[src/rtl/rtc_pkg.sv]
// Shared definitions for the RTC read sequencer: register table, FSM states,
// bus strobe bundles and parameter defaults.
package rtc_pkg;

  localparam int T_FASE_DEF    = 4;
  localparam int N_RELLENO_DEF = 4;
  localparam int N_DATOS_DEF   = 11;
  localparam int N_DIR         = 11;

  // RTC register addresses in read order; entry 0 is the LSB slot.
  // s, min, h, date, month, year, weekday, week no., timer s/min/h
  localparam logic [N_DIR-1:0][7:0] DIR_TABLE = {
    8'h43, 8'h42, 8'h41, 8'h28, 8'h27, 8'h26,
    8'h25, 8'h24, 8'h23, 8'h22, 8'h21
  };

  typedef enum logic [2:0] {
    ST_IDLE,
    ST_ADDR,
    ST_READ,
    ST_NEXT,
    ST_WAIT_WIN,
    ST_STREAM
  } estado_t;

  // Bus control bundle, all strobes active-low; oe = block drives ad_out.
  typedef struct packed {
    logic cs_n;
    logic rd_n;
    logic wr_n;
    logic a_d;
    logic oe;
  } bus_ctl_t;

  localparam bus_ctl_t BUS_IDLE = '{cs_n: 1'b1, rd_n: 1'b1, wr_n: 1'b1, a_d: 1'b0, oe: 1'b0};
  localparam bus_ctl_t BUS_ADDR = '{cs_n: 1'b0, rd_n: 1'b1, wr_n: 1'b0, a_d: 1'b0, oe: 1'b1};
  localparam bus_ctl_t BUS_READ = '{cs_n: 1'b0, rd_n: 1'b0, wr_n: 1'b1, a_d: 1'b1, oe: 1'b0};

  // Address of the idx-th register; indexes past the table read as 0.
  function automatic logic [7:0] dir_addr(input logic [3:0] idx);
    return (idx < 4'(N_DIR)) ? DIR_TABLE[idx] : 8'h00;
  endfunction

endpackage

[src/rtl/conv_bcd_bin.sv]
// Packed two-digit BCD to binary; any nibble above 9 yields 8'hFF.
module conv_bcd_bin (
  input  logic [7:0] bcd,
  output logic [7:0] bin
);

  logic [3:0] hi;
  logic [3:0] lo;

  assign hi = bcd[7:4];
  assign lo = bcd[3:0];

  // tens*10 built as tens*8 + tens*2 plus units
  always_comb begin
    if (hi > 4'd9 || lo > 4'd9) bin = 8'hFF;
    else                        bin = {1'b0, hi, 3'b000} + {3'b000, hi, 1'b0} + {4'h0, lo};
  end

endmodule

[src/rtl/lectura_rtc.sv]
// Reads N_DATOS RTC registers over the multiplexed bus, converts each from
// BCD, and streams them (after N_RELLENO zero pad bytes) during vblank.
module lectura_rtc
  import rtc_pkg::*;
#(
  parameter int T_FASE    = T_FASE_DEF,
  parameter int N_RELLENO = N_RELLENO_DEF,
  parameter int N_DATOS   = N_DATOS_DEF
) (
  input  logic       clk,
  input  logic       reset,
  input  logic       leer,
  input  logic       ventana,
  input  logic [7:0] ad_in,
  output logic [7:0] ad_out,
  output logic       ad_oe,
  output logic       cs_n,
  output logic       rd_n,
  output logic       wr_n,
  output logic       a_d,
  output logic [7:0] datoRTC,
  output logic       inicioSecuencia,
  output logic       ocupado
);

  localparam int IDX_W   = (N_DATOS > 1) ? $clog2(N_DATOS) : 1;
  localparam int N_BURST = N_RELLENO + N_DATOS;
  localparam int CNT_MAX = (T_FASE > N_BURST) ? T_FASE : N_BURST;
  localparam int CNT_W   = $clog2(CNT_MAX + 1);

  localparam logic [CNT_W-1:0] FASE_LAST  = CNT_W'(T_FASE - 1);
  localparam logic [CNT_W-1:0] BURST_LAST = CNT_W'(N_BURST - 1);
  localparam logic [IDX_W-1:0] IDX_LAST   = IDX_W'(N_DATOS - 1);

  estado_t                   st;
  logic [CNT_W-1:0]          cnt;      // bus phase cycle, or burst position in STREAM
  logic [IDX_W-1:0]          idx;      // register being read
  logic [7:0]                rd_q;     // raw BCD captured at the end of READ
  logic [N_DATOS-1:0][7:0]   buf_q;    // converted values, persist across sequences
  bus_ctl_t                  bus_q;
  logic [7:0]                bin;
  logic [CNT_W-1:0]          k_nxt;
  logic [7:0]                byte_nxt;

  assign cs_n  = bus_q.cs_n;
  assign rd_n  = bus_q.rd_n;
  assign wr_n  = bus_q.wr_n;
  assign a_d   = bus_q.a_d;
  assign ad_oe = bus_q.oe;

  conv_bcd_bin u_conv (
    .bcd (rd_q),
    .bin (bin)
  );

  // Burst byte for the next STREAM cycle: position 0 on entry, else cnt+1
  always_comb begin
    k_nxt    = (st == ST_STREAM) ? cnt + CNT_W'(1) : '0;
    byte_nxt = 8'h00;
    if (k_nxt >= CNT_W'(N_RELLENO) && k_nxt < CNT_W'(N_BURST))
      byte_nxt = buf_q[IDX_W'(k_nxt - CNT_W'(N_RELLENO))];
  end

  // Sequencer FSM; outputs are registered alongside the state they belong to
  always_ff @(posedge clk or negedge reset) begin
    if (!reset) begin
      st              <= ST_IDLE;
      cnt             <= '0;
      idx             <= '0;
      rd_q            <= '0;
      buf_q           <= '0;
      bus_q           <= BUS_IDLE;
      ad_out          <= '0;
      datoRTC         <= '0;
      inicioSecuencia <= 1'b0;
      ocupado         <= 1'b0;
    end else begin
      case (st)
        ST_IDLE: begin
          if (leer) begin
            st      <= ST_ADDR;
            idx     <= '0;
            cnt     <= '0;
            bus_q   <= BUS_ADDR;
            ad_out  <= dir_addr(4'd0);
            ocupado <= 1'b1;
          end
        end
        ST_ADDR: begin
          if (cnt == FASE_LAST) begin
            st     <= ST_READ;
            cnt    <= '0;
            bus_q  <= BUS_READ;
            ad_out <= '0;
          end else begin
            cnt <= cnt + CNT_W'(1);
          end
        end
        ST_READ: begin
          // data is only trusted once the RTC has had the whole phase
          if (cnt == FASE_LAST) begin
            st    <= ST_NEXT;
            cnt   <= '0;
            rd_q  <= ad_in;
            bus_q <= BUS_IDLE;
          end else begin
            cnt <= cnt + CNT_W'(1);
          end
        end
        ST_NEXT: begin
          buf_q[idx] <= bin;
          if (idx == IDX_LAST) begin
            st <= ST_WAIT_WIN;
          end else begin
            st     <= ST_ADDR;
            idx    <= idx + IDX_W'(1);
            bus_q  <= BUS_ADDR;
            ad_out <= dir_addr(4'(idx + IDX_W'(1)));
          end
        end
        ST_WAIT_WIN: begin
          if (ventana) begin
            st              <= ST_STREAM;
            cnt             <= '0;
            inicioSecuencia <= 1'b1;
            datoRTC         <= byte_nxt;
          end
        end
        ST_STREAM: begin
          // ventana is ignored here: a started burst always runs to the end
          if (cnt == BURST_LAST) begin
            st              <= ST_IDLE;
            cnt             <= '0;
            inicioSecuencia <= 1'b0;
            datoRTC         <= 8'h00;
            ocupado         <= 1'b0;
          end else begin
            cnt     <= k_nxt;
            datoRTC <= byte_nxt;
          end
        end
        default: begin
          st              <= ST_IDLE;
          cnt             <= '0;
          bus_q           <= BUS_IDLE;
          ad_out          <= '0;
          datoRTC         <= '0;
          inicioSecuencia <= 1'b0;
          ocupado         <= 1'b0;
        end
      endcase
    end
  end

endmodule

[config.mk]
export PLATFORM = sky130hd
export DESIGN_NAME = lectura_rtc
export DESIGN_NICKNAME = d
export VERILOG_FILES = /design/src/rtl/rtc_pkg.sv /design/src/rtl/conv_bcd_bin.sv /design/src/rtl/lectura_rtc.sv
export SDC_FILE = /design/constraint.sdc
export NUM_CORES = 1
export LEC_CHECK = 0
export CAP_MARGIN = 20
export CORE_ASPECT_RATIO = 0.8
export CORE_MARGIN = 3
export CORE_UTILIZATION = 50
export DETAILED_ROUTE_END_ITERATION = 16
export HOLD_SLACK_MARGIN = 0.03
export PLACE_DENSITY_LB_ADDON = 0.1
export SLEW_MARGIN = 0
export SYNTH_ARGS = -nofsm -noshare
export SYNTH_HDL_FRONTEND = slang
export SYNTH_SLANG_ARGS = --single-unit
[constraint.sdc]
create_clock -name clk -period 2.8 [get_ports clk]
set_input_delay 0.56 -clock clk [delete_from_list [all_inputs] [get_ports clk]]
set_output_delay 0.56 -clock clk [all_outputs]
set_load 0.01 [all_outputs]
## After elaboration in Yosys (flattened, before gate mapping)

Memories as Yosys holds them, arrays and structs flattened.
Index checks and enable logic that the tools add are counted.

| cells by class | value |
|---|---|
| reductions and logical operators | 19 |
| multiply operators | 0 |
| shifts and indexed selects | 0 |
| magnitude comparators | 9 |
| add/sub/neg operators | 5 |
| mux-type cells | 41 |
| eq/ne operators | 14 |
| div/mod/pow operators | 0 |
| bitwise operators | 5 |

Operators by type and width:

| cell | count |
|---|---|
| $bwmux W88 | 1 |
| $mux W8 | 11 |
| $bmux W8 S4 | 1 |
| $demux W8 S4 | 1 |
| $pmux W8 S4 | 1 |
| $pmux W5 S5 | 1 |
| $mux W4 | 6 |
| $pmux W8 S3 | 1 |
| $mux W5 | 4 |
| $pmux W4 S5 | 1 |
| $mux W3 | 6 |
| $pmux W3 S6 | 1 |
| $lt A4 B5 Y1 const B | 3 |
| $reduce_and A3 Y1 | 4 |
| $ne A2 B2 Y1 const B | 5 |
| $reduce_and A5 Y1 | 2 |
| $add A4 B1 Y4 const B | 2 |
| $add A7 B5 Y8 | 1 |
| $add A8 B4 Y8 | 1 |
| $eq A4 B4 Y1 const B | 2 |
| $gt A4 B4 Y1 const B | 2 |
| $lt A4 B4 Y1 const B | 2 |
| $pmux W4 S2 | 1 |
| $reduce_or A4 Y1 | 2 |
| other kinds (19) | 31 |

| storage, ports and cells | value |
|---|---|
| bits in latches | 0 |
| bits of input ports | 12 |
| output and inout bits | 23 |
| bits in writable memories | 0 |
| bits in registers | 130 |
| memories kept | 1 |
| bits in read-only memories | 128 |
| logic and storage cells | 118 |

Memory list:

| memory | depth | bits a word | read ports | clocked after Yosys merged registers in | write ports | line | text |
|---|---|---|---|---|---|---|---|
| (no name shown) | 16 | 8 | 1 | 0 | 0 | rtc_pkg.sv:41 | `return (idx < 4'(N_DIR)) ? DIR_TABLE[idx] : 8'h00;` |

## Logic depth before layout (Yosys ltp)

| depth | value |
|---|---|
| depth in word-level cells | 8 |
| depth in mapped cells | 12 |
| mapped depth without buffers | 8 |

## Hierarchy

A second synthesis with hierarchy kept.

| unflattened totals | value |
|---|---|
| cell total of the unflattened synthesis | 588 |
| area, all modules | 6580.1 um^2 |

By module, submodules not included:

| module | times used | cells each | area an instance (um^2) | sequential area each (um^2) |
|---|---|---|---|---|
| lectura_rtc | 1 | 550 | 6291.0 | 3206.8 |
| conv_bcd_bin | 1 | 38 | 289.0 | 0.0 |

## Worst setup path before layout

No wires, ideal clock.

| path | value |
|---|---|
| path kind | flip-flop to flip-flop |
| from | register cnt[0] |
| to | register datoRTC[0] |
| setup slack | 0.202 ns |
| clock period less this slack | 2.598 ns |
| data required time | 2.669 ns |
| stages on the path, launching flop included | 12 |
| setup time | 0.131 ns |
| arrival time | 2.467 ns |
| path buffers | 5 |
| cells stage by stage | dfrtp_1 buf_6 buf_4 buf_4 buf_2 inv_1 ha_1 and4bb_1 clkbuf_1 a21oi_1 a221oi_1 o31ai_1 |

| between the ends | value |
|---|---|
| word-level cells in the longest chain between the ends | 8 |
| elaborated cells between the ends (all ways) | 13 |
| those cells by class | 2 x add/sub; 2 x order compare; 1 x eq/ne; 7 x mux; 1 x reduce/logical |

Ends and longest elaborated chain:

| element | line | text |
|---|---|---|
| start, declared | lectura_rtc.sv:36 | `logic [CNT_W-1:0] cnt;` |
| start signal, assigned | lectura_rtc.sv:96 | `cnt <= cnt + CNT_W'(1);` |
| start signal, assigned | lectura_rtc.sv:107 | `cnt <= cnt + CNT_W'(1);` |
| start signal, assigned | lectura_rtc.sv:138 | `cnt <= k_nxt;` |
| $add A4 B1 Y4 | lectura_rtc.sv:58 | `k_nxt = (st == ST_STREAM) ? cnt + CNT_W'(1) : '0;` |
| $mux W4 | lectura_rtc.sv:58 |  |
| $sub A4 B3 Y4 | lectura_rtc.sv:61 | `byte_nxt = buf_q[IDX_W'(k_nxt - CNT_W'(N_RELLENO))];` |
| $bmux W8 S4 | lectura_rtc.sv:61 |  |
| $mux W8 (implied by the code) | lectura_rtc.sv:61 |  |
| $mux W8 | lectura_rtc.sv:60 | `if (k_nxt >= CNT_W'(N_RELLENO) && k_nxt < CNT_W'(N_BURST))` |
| $mux W8, on equally long branches | lectura_rtc.sv:131, lectura_rtc.sv:122 |  |
| $pmux W8 S3 (*) | lectura_rtc.sv:78 | `case (st)` |
| end signal, assigned | lectura_rtc.sv:126 | `datoRTC <= byte_nxt;` |
| end signal, assigned | lectura_rtc.sv:139 | `datoRTC <= byte_nxt;` |
| end, declared | lectura_rtc.sv:21 | `output logic [7:0] datoRTC,` |

Mark *: on every way between the ends. The rest lies on a longest branch, timed or not. The select of a mux whose other input is x is not followed.
A chain may end at the register's enable or synchronous reset.

## Final worst setup path

| path | value |
|---|---|
| from | register rd_q[3] |
| to | register buf_q[30] (netlist name) |

| between the ends | value |
|---|---|
| word-level cells in the longest chain between the ends | 4 |
| elaborated cells between the ends (all ways) | 5 |
| those cells by class | 1 x add/sub; 1 x order compare; 2 x mux; 1 x reduce/logical |

Ends and longest elaborated chain:

| element | line | text |
|---|---|---|
| start, declared | lectura_rtc.sv:38 | `logic [7:0] rd_q;` |
| start signal, assigned | lectura_rtc.sv:104 | `rd_q <= ad_in;` |
| parallel branches: the longest is 2 deep, another holds $add A8 B4 Y8 | n/a |  |
| $mux W8 (*) | conv_bcd_bin.sv:15 | `if (hi > 4'd9 \|\| lo > 4'd9) bin = 8'hFF;` |
| $bwmux W88 (*) | lectura_rtc.sv:111 | `buf_q[idx] <= bin;` |
| end signal, assigned by index | lectura_rtc.sv:111 |  |
| end, declared | lectura_rtc.sv:39 | `logic [N_DATOS-1:0][7:0] buf_q;` |

Every way passes the cells marked *.

==> impl_metrics.env <==
export IMPL_dp_cells=848
export IMPL_skew_ns=0.00569
export IMPL_reg2reg_from="rd_q[3]"
export IMPL_num_fill_cells=1036
export IMPL_p_per_area_mw_per_mm2=1030
export IMPL_initial_core_util_pct=51.9
export IMPL_hold_viol_final=0
export IMPL_peakVddDrop_uv=822
export IMPL_root_buffer="clkbuf_16"
export IMPL_mostFrequentLayoutCells="nand2_1 (128), dfrtp_1 (125), o21ai_0 (100)"
export IMPL_vias=4991
export IMPL_synth_cell_types=55
export IMPL_status="finished, final reports clean"
export IMPL_hold_ws_ns=0.166
export IMPL_cap_violations=0
export IMPL_async_reset_ff_share_pct=100
export IMPL_seqPwrFrac_pct=33.2
export IMPL_hold_path_class="input port to async pin"
export IMPL_finalWeightedCongestion=0.803
export IMPL_p_total_mw=7.71
export IMPL_grt_pass1_vias=4992
export IMPL_synth_area_mm2=0.00642
export IMPL_row_count=36
export IMPL_instances_no_fill=880
export IMPL_core_mm2=0.0124
export IMPL_layout_commonest_cell="nand2_1"
export IMPL_viasPerCell=5.67
export IMPL_drive_gt1_share_pct=10.6
export IMPL_die_area_mm2=0.0143
export IMPL_grt_max_degree=49
export IMPL_synth_edf_count=0
export IMPL_rr_worst_depth=7
export IMPL_drt_initial_drc_count=360
export IMPL_cp_startpoint="rd_q[3]"
export IMPL_hpwl_um=11200
export IMPL_overflow=0
export IMPL_area_delta_synth_final_pct=16.7
export IMPL_wire_per_inst_um=18.4
export IMPL_drt_pass1_iterations=5
export IMPL_path_clk_slew_ns=0.06
export IMPL_clock_sinks=128
export IMPL_port_buffers=32
export IMPL_rsz0062_at_grt="no"
export IMPL_fmax_mhz=398
export IMPL_start_kind="register"
export IMPL_critPathKind="register to register"
export IMPL_p_comb_share_pct=37.7
export IMPL_antenna_found_initial=0
export IMPL_clkPwrFrac_pct=29.1
export IMPL_finalWirelength_um=16200
export IMPL_swShare_pct=37.0
export IMPL_ys_seq_area_share_pct=49.9
export IMPL_internal_power_mw=4.86
export IMPL_p_sw_mw=2.85
export IMPL_finalSetupTns_ns=0
export IMPL_cts_buffers=17
export IMPL_grt_pass1_wl_um=26800
export IMPL_drtAntennaViolNets=0
export IMPL_cts_max_path_buffers=2
export IMPL_cts_htree_levels=4
export IMPL_synthFlopType="dfrtp_1"
export IMPL_io_pins=35
export IMPL_crit_arrival_ns=2.80
export IMPL_slew_viol_final=0
export IMPL_end_kind="register"
export IMPL_clk_latency_ns=0.43
export IMPL_postSynthAreaPerCell_um2=9.60
export IMPL_cts_tree="built"
export IMPL_worstPathRequired_ns=3.09
export IMPL_die_y_um=107
export IMPL_ys_warn_count=0
export IMPL_antennaDiodeCount=0
export IMPL_worst_pin_slew_ns=0.668
export IMPL_drc=0
export IMPL_grt_usage_pct=24.5
export IMPL_leakagePower_nw=3.36
export IMPL_syn_inst=669
export IMPL_path_max_fanout=11
export IMPL_fin_crit_ns=2.52
export IMPL_die_x_um=133
export IMPL_post_route_period_util_pct=89.8
export IMPL_setup_viol=0
export IMPL_nets=726
export IMPL_max_slew_margin_rel_pct=55.5
export IMPL_synth_seq_cells=128
synth_stat cells, drive strengths merged (4+ instances only):
cell type	number	area, µm²
a21o	7	52.6
a21oi	43	215
a221oi	8	70.1
buf	22	163
clkbuf	28	105
dfrtp	125	3130
ha	16	200
inv	12	45.0
mux2	8	120
mux2i	35	350
nand2	128	480
nand2b	13	81.3
nand3	18	90.1
nand4	4	25.0
nor2	15	56.3
nor2b	10	62.6
nor3	4	25.0
o21a	8	60.1
o21ai	108	541
o31ai	10	75.1
xnor2	4	35.0
xor2	4	35.0
final cells by class:
type / instances / area (µm²) / share of cell area [%]
clock buffer: 22 / 464 / 6.19
clock inverter: 10 / 135 / 1.80
inverter: 12 / 45.0 / 0.601
multi-input combinational: 480 / 2910 / 38.9
sequential: 128 / 3210 / 42.8
tap: 171 / 214 / 2.85
timing repair buffer: 57 / 518 / 6.91
path summary, 6_finish.rpt:
path | endpoint | slack (ns)
worst min register to register | rd_n | 0.46
worst min-delay path | ocupado | 0.17
worst max register to register | buf_q[30] | 0.28
max in group asynchronous | wr_n | 1.82
worst max-delay path | buf_q[30] | 0.28
min in group clk | rd_n | 0.46
sequential cells by signal, indices dropped and copies added (netlist names):
signal / flops
wr_n: 1
buf_q: 88
inicioSecuencia: 1
cs_n: 1
datoRTC: 8
rd_q: 8
st: 3
rd_n: 1
ad_oe: 1
idx: 4
ocupado: 1
ad_out: 6
a_d: 1
cnt: 4
timing repair:
action | 4_1_cts | 5_1_grt
hold buffers | 0 | 0
gates resized for setup | 0 | 2
setup endpoints to repair | 0 | 13
buffers inserted | 0 | 0
per-stage QoR:
| stage | util [%] | setup slack [ns] | cell area [µm²] |
|---|---|---|---|
| after CTS | 60.5 | 0.0936 | 7490 |
| after floorplan | - | 0.202 | 6430 |
| after global placement | 55.6 | 0.173 | 6890 |
| after detailed placement | 55.6 | 0.108 | 6890 |
| final | 60.5 | 0.284 | 7500 |
| after global routing | 60.5 | 0.104 | 7500 |
metal layers:
metal,track usage (%),vias up,share of wire (%)
met4,8.75,0,1.7
met2,34.9,150,43
met1,35.6,2430,48
met3,7.20,24,7.5
met5,0,-,0
li1,-,2387,-
power groups by stage:
stage	combinational [mW]	clock, mW	sequential [mW]
after floorplan	1.94	0	2.51
after global placement	2.79	0	2.56
after detailed placement	2.87	0	2.59
after CTS	2.88	2.27	2.56
after global routing	3.22	2.36	2.62
final	2.90	2.24	2.56
cells by family (layout without fill, tap and decap cells):
family	Yosys count	in the layout	share of synthesized area, %
AO/OA/AOI/OAI	202	202	18.2
AND/OR/NAND/NOR	207	207	14.8
XOR/XNOR	8	8	1.09
flip-flops	128	128	49.9
other	1	2	0.0584
multiplexers	43	43	7.32
adder cells (fa/ha/maj)	18	18	3.74
buffers and inverters	62	101	4.87
worst max-delay path: stages (launching register included):
cell     delay, ns
dfrtp_1       0.42
fa_1          0.55
fa_1          0.47
a21o_1        0.19
a21oi_1       0.16
xnor2_1       0.09
nor2_2        0.32
o21ai_0       0.17
Power figures use the tool's default switching activity.
